### src/rtl/adder_share_arbiter.sv
// Round-robin arbiter time-sharing one registered adder; accept-to-result latency 2 cycles.
// Result held on res_* until res_ready; req_ready stays low while any operation is in flight.
module adder_share_arbiter #(
  parameter  int N_REQ = 4,
  parameter  int WIDTH = 8,
  localparam int IDW   = (N_REQ > 2) ? $clog2(N_REQ) : 1
) (
  input  logic                   clk,
  input  logic                   rst,
  input  logic [N_REQ-1:0]       req_valid,
  output logic [N_REQ-1:0]       req_ready,
  input  logic [N_REQ*WIDTH-1:0] req_a,
  input  logic [N_REQ*WIDTH-1:0] req_b,
  output logic                   res_valid,
  input  logic                   res_ready,
  output logic [WIDTH-1:0]       res_sum,
  output logic                   res_carry,
  output logic [IDW-1:0]         res_id,
  output logic                   busy
);

  typedef enum logic [1:0] {
    S_IDLE = 2'd0,
    S_ADD  = 2'd1,
    S_HOLD = 2'd2
  } state_t;

  state_t           r_state;
  logic [IDW-1:0]   r_ptr;
  logic [IDW-1:0]   r_gid;
  logic [WIDTH-1:0] r_a;
  logic [WIDTH-1:0] r_b;
  logic             r_res_valid;
  logic [WIDTH-1:0] r_res_sum;
  logic             r_res_carry;
  logic [IDW-1:0]   r_res_id;
  logic             r_busy;

  logic             w_found;
  logic [IDW-1:0]   w_gnt;
  logic [N_REQ-1:0] w_ready;
  logic [WIDTH-1:0] w_a_sel;
  logic [WIDTH-1:0] w_b_sel;
  logic [WIDTH:0]   w_add;
  logic [IDW-1:0]   w_ptr_nxt;

  // Index k positions after base, wrapping at N_REQ (which need not be a power of 2).
  function automatic logic [IDW-1:0] rr_idx(input logic [IDW-1:0] base, input int k);
    int s;
    s = int'(base) + k;
    if (s >= N_REQ) s = s - N_REQ;
    return IDW'(s);
  endfunction

  always_comb begin
    w_found = 1'b0;
    w_gnt   = '0;
    for (int k = 0; k < N_REQ; k++) begin
      if (!w_found && req_valid[rr_idx(r_ptr, k)]) begin
        w_found = 1'b1;
        w_gnt   = rr_idx(r_ptr, k);
      end
    end
  end

  always_comb begin
    w_ready = '0;
    if (r_state == S_IDLE && !rst && w_found) w_ready[w_gnt] = 1'b1;
  end

  assign w_a_sel   = req_a[int'(w_gnt)*WIDTH +: WIDTH];
  assign w_b_sel   = req_b[int'(w_gnt)*WIDTH +: WIDTH];
  assign w_add     = {1'b0, r_a} + {1'b0, r_b};
  assign w_ptr_nxt = (r_gid == IDW'(N_REQ-1)) ? '0 : r_gid + 1'b1;

  always_ff @(posedge clk) begin
    if (rst) begin
      r_state     <= S_IDLE;
      r_ptr       <= '0;
      r_gid       <= '0;
      r_a         <= '0;
      r_b         <= '0;
      r_res_valid <= 1'b0;
      r_res_sum   <= '0;
      r_res_carry <= 1'b0;
      r_res_id    <= '0;
      r_busy      <= 1'b0;
    end else begin
      case (r_state)
        S_IDLE: begin
          if (w_found) begin
            r_a     <= w_a_sel;
            r_b     <= w_b_sel;
            r_gid   <= w_gnt;
            r_busy  <= 1'b1;
            r_state <= S_ADD;
          end
        end
        S_ADD: begin
          r_res_sum   <= w_add[WIDTH-1:0];
          r_res_carry <= w_add[WIDTH];
          r_res_id    <= r_gid;
          r_res_valid <= 1'b1;
          r_state     <= S_HOLD;
        end
        S_HOLD: begin
          // Pointer advances only once the result is consumed, so fairness tracks completions.
          if (r_res_valid && res_ready) begin
            r_res_valid <= 1'b0;
            r_ptr       <= w_ptr_nxt;
            r_busy      <= 1'b0;
            r_state     <= S_IDLE;
          end
        end
        default: begin
          r_busy  <= 1'b0;
          r_state <= S_IDLE;
        end
      endcase
    end
  end

  assign req_ready = w_ready;
  assign res_valid = r_res_valid;
  assign res_sum   = r_res_sum;
  assign res_carry = r_res_carry;
  assign res_id    = r_res_id;
  assign busy      = r_busy;

endmodule

### config.mk
export PLATFORM = sky130hd
export DESIGN_NAME = adder_share_arbiter
export DESIGN_NICKNAME = d
export VERILOG_FILES = /design/src/rtl/adder_share_arbiter.sv
export SDC_FILE = /design/constraint.sdc
export NUM_CORES = 1
export LEC_CHECK = 0
export BUFFER_PORTS_ARGS = -buffer_cell sky130_fd_sc_hd__buf_2
export CORE_ASPECT_RATIO = 2
export CORE_MARGIN = 5
export CORE_UTILIZATION = 53
export CTS_CLUSTER_SIZE = 8
export DETAILED_ROUTE_END_ITERATION = 8
export GPL_TIMING_DRIVEN = 0
export PLACE_DENSITY_LB_ADDON = 0.1
export SYNTH_ARGS = -nofsm -noshare
export SYNTH_HDL_FRONTEND = slang
export SYNTH_SLANG_ARGS = --single-unit
export TNS_END_PERCENT = 100
### constraint.sdc
create_clock -name clk -period 3.57 [get_ports clk]
set_input_delay 0.357 -clock clk [delete_from_list [all_inputs] [get_ports clk]]
set_output_delay 0.357 -clock clk [all_outputs]
set_load 0.05 [all_outputs]
Yosys cells after proc, flatten, opt, wreduce, memory -nomap -nowiden

Cells that the tools add are included.
Widths: inputs -> output; s select.

Input port bits: 71
Output and inout bits: 17
Register bits: 35
Word-level logic and storage cells: 86

Reductions and logical operators: 18
Shifts and indexed selects: 2
Mux-type cells: 31
Add/subtract/negate cells: 9
Order comparisons: 10
Bitwise operators: 1
Eq/ne operators: 5

Operator list:

| operator            | count |
|---|---|
| $shiftx 32x6->8     | 2 |
| $mux 2              | 11 |
| $lt 2x3->1 const B  | 5 |
| $mux 1              | 11 |
| $add 8x8->9         | 1 |
| $ge 3x3->1 const B  | 3 |
| $bmux 1 s2          | 4 |
| $reduce_and 2->1    | 4 |
| $sub 2x1->2 const B | 4 |
| $logic_and 1x1->1   | 7 |
| $add 2x2->3 const B | 2 |
| $pmux 2 s3          | 1 |
| $eq 2x2->1 const B  | 2 |
| $logic_not 1->1     | 4 |
| $mux 4              | 1 |
| $ne 2x2->1 const B  | 2 |
| $add 2x1->3 const B | 1 |
| $ge 2x3->1 const B  | 1 |
| $pmux 1 s3          | 1 |
| $reduce_and 3->1    | 1 |
| $add 2x1->2 const B | 1 |
| $demux 1 s2         | 1 |
| $eq 2x1->1 const B  | 1 |
| $ge 2x1->1 const B  | 1 |
| 4 further kinds     | 4 |

Logic depth before layout (Yosys ltp)

Word-level depth: 19
Mapped depth: 8
Gate-level depth less buffers: 8

Least setup slack after synthesis

No wires, ideal clock.

Path type: reg2out
Start point: reg r_ptr[1]
End point: out req_ready[0]
Cell stages (with the launch flop): 6
Setup slack: 1.501 ns
Path buffers: 2
Data arrival time: 1.712 ns
Path through: dfxtp_1 -> buf_2 -> nand2_1 -> o31ai_1 -> clkbuf_1 -> and2_1

Longest elaborated chain between the ends: 19
Elaborated cells on any way between the ends: 44

Ends and longest elaborated chain:

| element                                                              | RTL line | source |
|---|---|---|
| start, declared                                                      | 29       | `logic [IDW-1:0] r_ptr;` |
| start signal, assigned                                               | 110      | `r_ptr <= w_ptr_nxt;` |
| parallel branches: the longest is 18 deep, another holds $add 2x1->3 | --       |  |
| $mux 4 (*)                                                           | 68       | `if (r_state == S_IDLE && !rst && w_found) w_ready[w_gnt] = 1'b1;` |
| end, declared                                                        | 11       | `output logic [N_REQ-1:0] req_ready,` |

Every way passes the cells marked *. The select of a mux whose other input is x is not followed.

Worst setup path after layout

Ends and elaborated chain as after synthesis.

==> metrics <==
ys async rst share 0%; Final Hold Fails 0; share of layout cells above drive strength 1 31.6%; FF+latch area 701 µm²; Final Cycle Share 79.6%; dpl ws 1.02 ns; Post-DP Area 2780 µm²; Synth Warn # 0; core area 4300 µm²; max_cap viols 0; Pre-antenna DRT Iters 4; n_diodes 0; critical path class flip-flop to output port; P_sw 0.000447 W; setup TNS 0 ns; Post-DP HPWL 5500 µm; multi-input combinational cell area 1440 µm²; highest clock rate 0.352 GHz; number of gates resized after cts 0; CP max FO 10; simple-gate area share of the yosys netlist 21.0%; pin count of the biggest net entering global routing 12; Reg2Reg Setup Slack 1.45 ns; Die Wd 56.5 µm; skew final 0.00903 ns; Reg-to-Reg Start r_ptr[1]$_SDFFE_PP0P_; DR iter-0 viols 71; Buffers & Inverters on Critical Path 3; Synth Area in Compound Gates 33.9%; DIE HEIGHT 103 µm; Syn Std Cell Area 2290 µm²; top_reg_cell synth dfxtp_1; syn avg cell area 8.14 µm²; TritonCTS clock tree built; GRT overflow 0; Cell Pwr Density 442 nW/µm²; Cell variety after synth 49; status complete, no violations; Setup Fix Bufs, Post-CTS 0; crit start category flip-flop; hold wc startpoint req_b[11]; largest family of logic cells by synthesized area compound AO/OA/AOI/OAI gates; Clk network pwr share 28.9%; Layout Cell Area excl Fill 2900 µm²; initial antenna violation count 0; utilization after layout 67.5%; # hold bufs at CTS 0; most frequent CP cell buf_2; syn_nets 363; Placed Cells 420; Routability Congestion 0.871; flops & latches, synth 35; fillers 401; switching share of power 34.9%; busiest layer in global routing met2; critical path arrival 2.49 ns; clk_lat worst skew 0.29 ns; Gate Count Post-Synth 282; Hold Path Stages 3; Die Footprint 5830 µm²; Post-DRT Antenna Nets 0; Final Max Tran Viols 0; P&R area growth vs syn 26.4%; # setup viols final 0; relative slew slack 53.0%; RSZ-0062 raised after global routing no; worst-path cell chain buf_2 -> nand2_1 -> o31ai_1 -> clkbuf_1 -> and2_1 -> buf_2; Slowest-stage cell, CP o31ai_1; mux contribution to synthesized area 1.74%; clock slew seen by the registers of the worst setup and hold paths 0.07 ns; Vias per Instance 5.79; R2R Path End r_a[4]$_SDFFE_PP0P_; Synth Area in Adders 5.78%; sequential power share 37.2%; Post-synth EDFFs 0; grt met2 use 47.0%; row count 34; number of CTS-inserted buffers 5; Initial Util 53.4%; combinational share of power 33.9%; DR DRC count 0; H-tree depth 2; Clock Tree Buf Depth 2; XOR/XNOR share of the synthesized area 0.382%; met1 Resource Use GR 22.2%; Root Buffer clkbuf_8; Net count, final 454; GRT Util Overall 23.5%; worst min path class primary input to flip-flop; Post-Route WL 6780 µm; Cell Count, Final, Fillers Out 428; first-pass GRT wire length 10800 µm; # IOs 88; via count 2479; slowest stage delay, CP 0.59 ns; CTS sink count 35; vias in the first global route 2476; worst hold endpoint r_b[3]$_SDFFE_PP0P_; sequential share of the synthesized area 30.5%; CP Data Required Time 3.21 ns; GR met3 Demand/Resource 3.63%; peak supply drop 0.317 mV; worst slew pin tran 0.699 ns; r2r worst-path depth 6; crit end category output port; cell internal pwr 0.000836 W; Final WS setup 0.727 ns; fin crit period 2.84 ns; wire per inst 15.8 µm; Leakage 1.31 nW; top cell family by delay on the critical path buffers and inverters; Port Buffers 84
-- synthesized netlist by cell type, types with 2 or more instances --
| master | count | area (µm²) |
|---|---|---|
| nand2b_1 | 4 | 25.0 |
| or4_1 | 3 | 22.5 |
| ha_1 | 9 | 113 |
| o31ai_1 | 2 | 15.0 |
| a31oi_1 | 2 | 12.5 |
| o21ai_0 | 19 | 95.1 |
| nor3_1 | 4 | 20.0 |
| and3_1 | 15 | 93.8 |
| nor4b_1 | 2 | 17.5 |
| clkbuf_1 | 11 | 41.3 |
| buf_2 | 7 | 35.0 |
| inv_1 | 4 | 15.0 |
| nand4_1 | 4 | 25.0 |
| nor2_1 | 20 | 75.1 |
| o21bai_1 | 3 | 22.5 |
| a221oi_1 | 13 | 114 |
| nand3_1 | 7 | 35.0 |
| dfxtp_1 | 35 | 701 |
| nor2b_1 | 7 | 43.8 |
| o41ai_1 | 2 | 17.5 |
| nand2_1 | 14 | 52.6 |
| and2_1 | 2 | 12.5 |
| a21boi_1 | 3 | 22.5 |
| o221ai_1 | 2 | 17.5 |
| o21ai_1 | 13 | 65.1 |
| buf_6 | 5 | 56.3 |
| a21boi_2 | 10 | 113 |
| a21oi_1 | 28 | 140 |
| a211oi_1 | 5 | 37.5 |
| a311o_1 | 2 | 20.0 |
| mux2i_1 | 4 | 40.0 |
| o21a_1 | 2 | 15.0 |
| or3_1 | 3 | 18.8 |
-- cells by family after synthesis --
logic type / Yosys count
flip-flops: 35
buffers and inverters: 28
AND/OR/NAND/NOR: 90
adder cells (fa/ha/maj): 10
multiplexers: 4
XOR/XNOR: 1
AO/OA/AOI/OAI: 114
-- metal layers --
| metal | vias up | share of wire (%) |
|---|---|---|
| li1 | 1246 | - |
| met1 | 1127 | 35 |
| met2 | 85 | 57 |
| met3 | 21 | 5.2 |
| met4 | 0 | 3.6 |
| met5 | - | 0 |
-- worst min-delay path, cell delays in order --
cell      delay (ns)
buf_2           0.07
a221oi_1        0.06
a21oi_1         0.11
-- sequential cells by signal, indices dropped and copies added (netlist names) --
register   flops
busy           1
r_a            8
r_b            8
r_gid          2
r_ptr          2
r_state        2
res_carry      1
res_id         2
res_sum        8
res_valid      1
-- layout make-up --
type                    count  area share, %
repair buffers             84           14.5
clock buffers               6           2.85
clock inverters             2           1.21
multi-input cells         219           49.7
inverters                   4          0.518
flip-flops and latches     35           24.2
well taps                  54           2.33
plain buffers              24           4.75
-- cell usage in the layout, fill, tap and decap left out, drive strengths merged, types with 4 or more instances in the layout --
| cell | instances |
|---|---|
| buf | 96 |
| dfxtp | 35 |
| o21ai | 32 |
| a21oi | 28 |
| nor2 | 20 |
| clkbuf | 18 |
| and3 | 15 |
| nand2 | 14 |
| a221oi | 14 |
| a21boi | 14 |
| ha | 9 |
| nor2b | 7 |
| nand3 | 7 |
| a211oi | 5 |
| inv | 4 |
| nand2b | 4 |
| nor3 | 4 |
| nand4 | 4 |
| mux2i | 4 |
-- how the worst max path moves through the flow --
stage | from | depth (start not counted) | slack (ns) | to
3_3_place_gp | req_valid[2] | 6 | 1.04 | req_ready[0]
3_5_place_dp | req_valid[2] | 6 | 1.02 | req_ready[0]
5_1_grt | r_ptr[1]$_SDFFE_PP0P_ | 6 | 0.58 | req_ready[0]
6_report | r_ptr[1]$_SDFFE_PP0P_ | 6 | 0.73 | req_ready[0]
4_1_cts | r_ptr[1]$_SDFFE_PP0P_ | 6 | 0.72 | req_ready[0]
2_1_floorplan | req_valid[3] | 4 | 1.50 | req_ready[0]
-- per-stage QoR --
step,power [W],hold slack [ns]
finish,0.00128,0.357
global route,0.00135,0.372
CTS,0.00129,0.355
detailed placement,0.000917,0.446
global placement,0.000907,0.439
floorplan,0.000784,0.449
-- power groups by stage --
stage	clock [W]	sequential [W]	combinational, W
floorplan	0	0.000534	0.000250
global placement	0	0.000483	0.000424
detailed placement	0	0.000485	0.000432
CTS	0.000375	0.000477	0.000435
global route	0.000393	0.000483	0.000478
finish	0.000371	0.000477	0.000435
(Power assumes the default switching activity.)
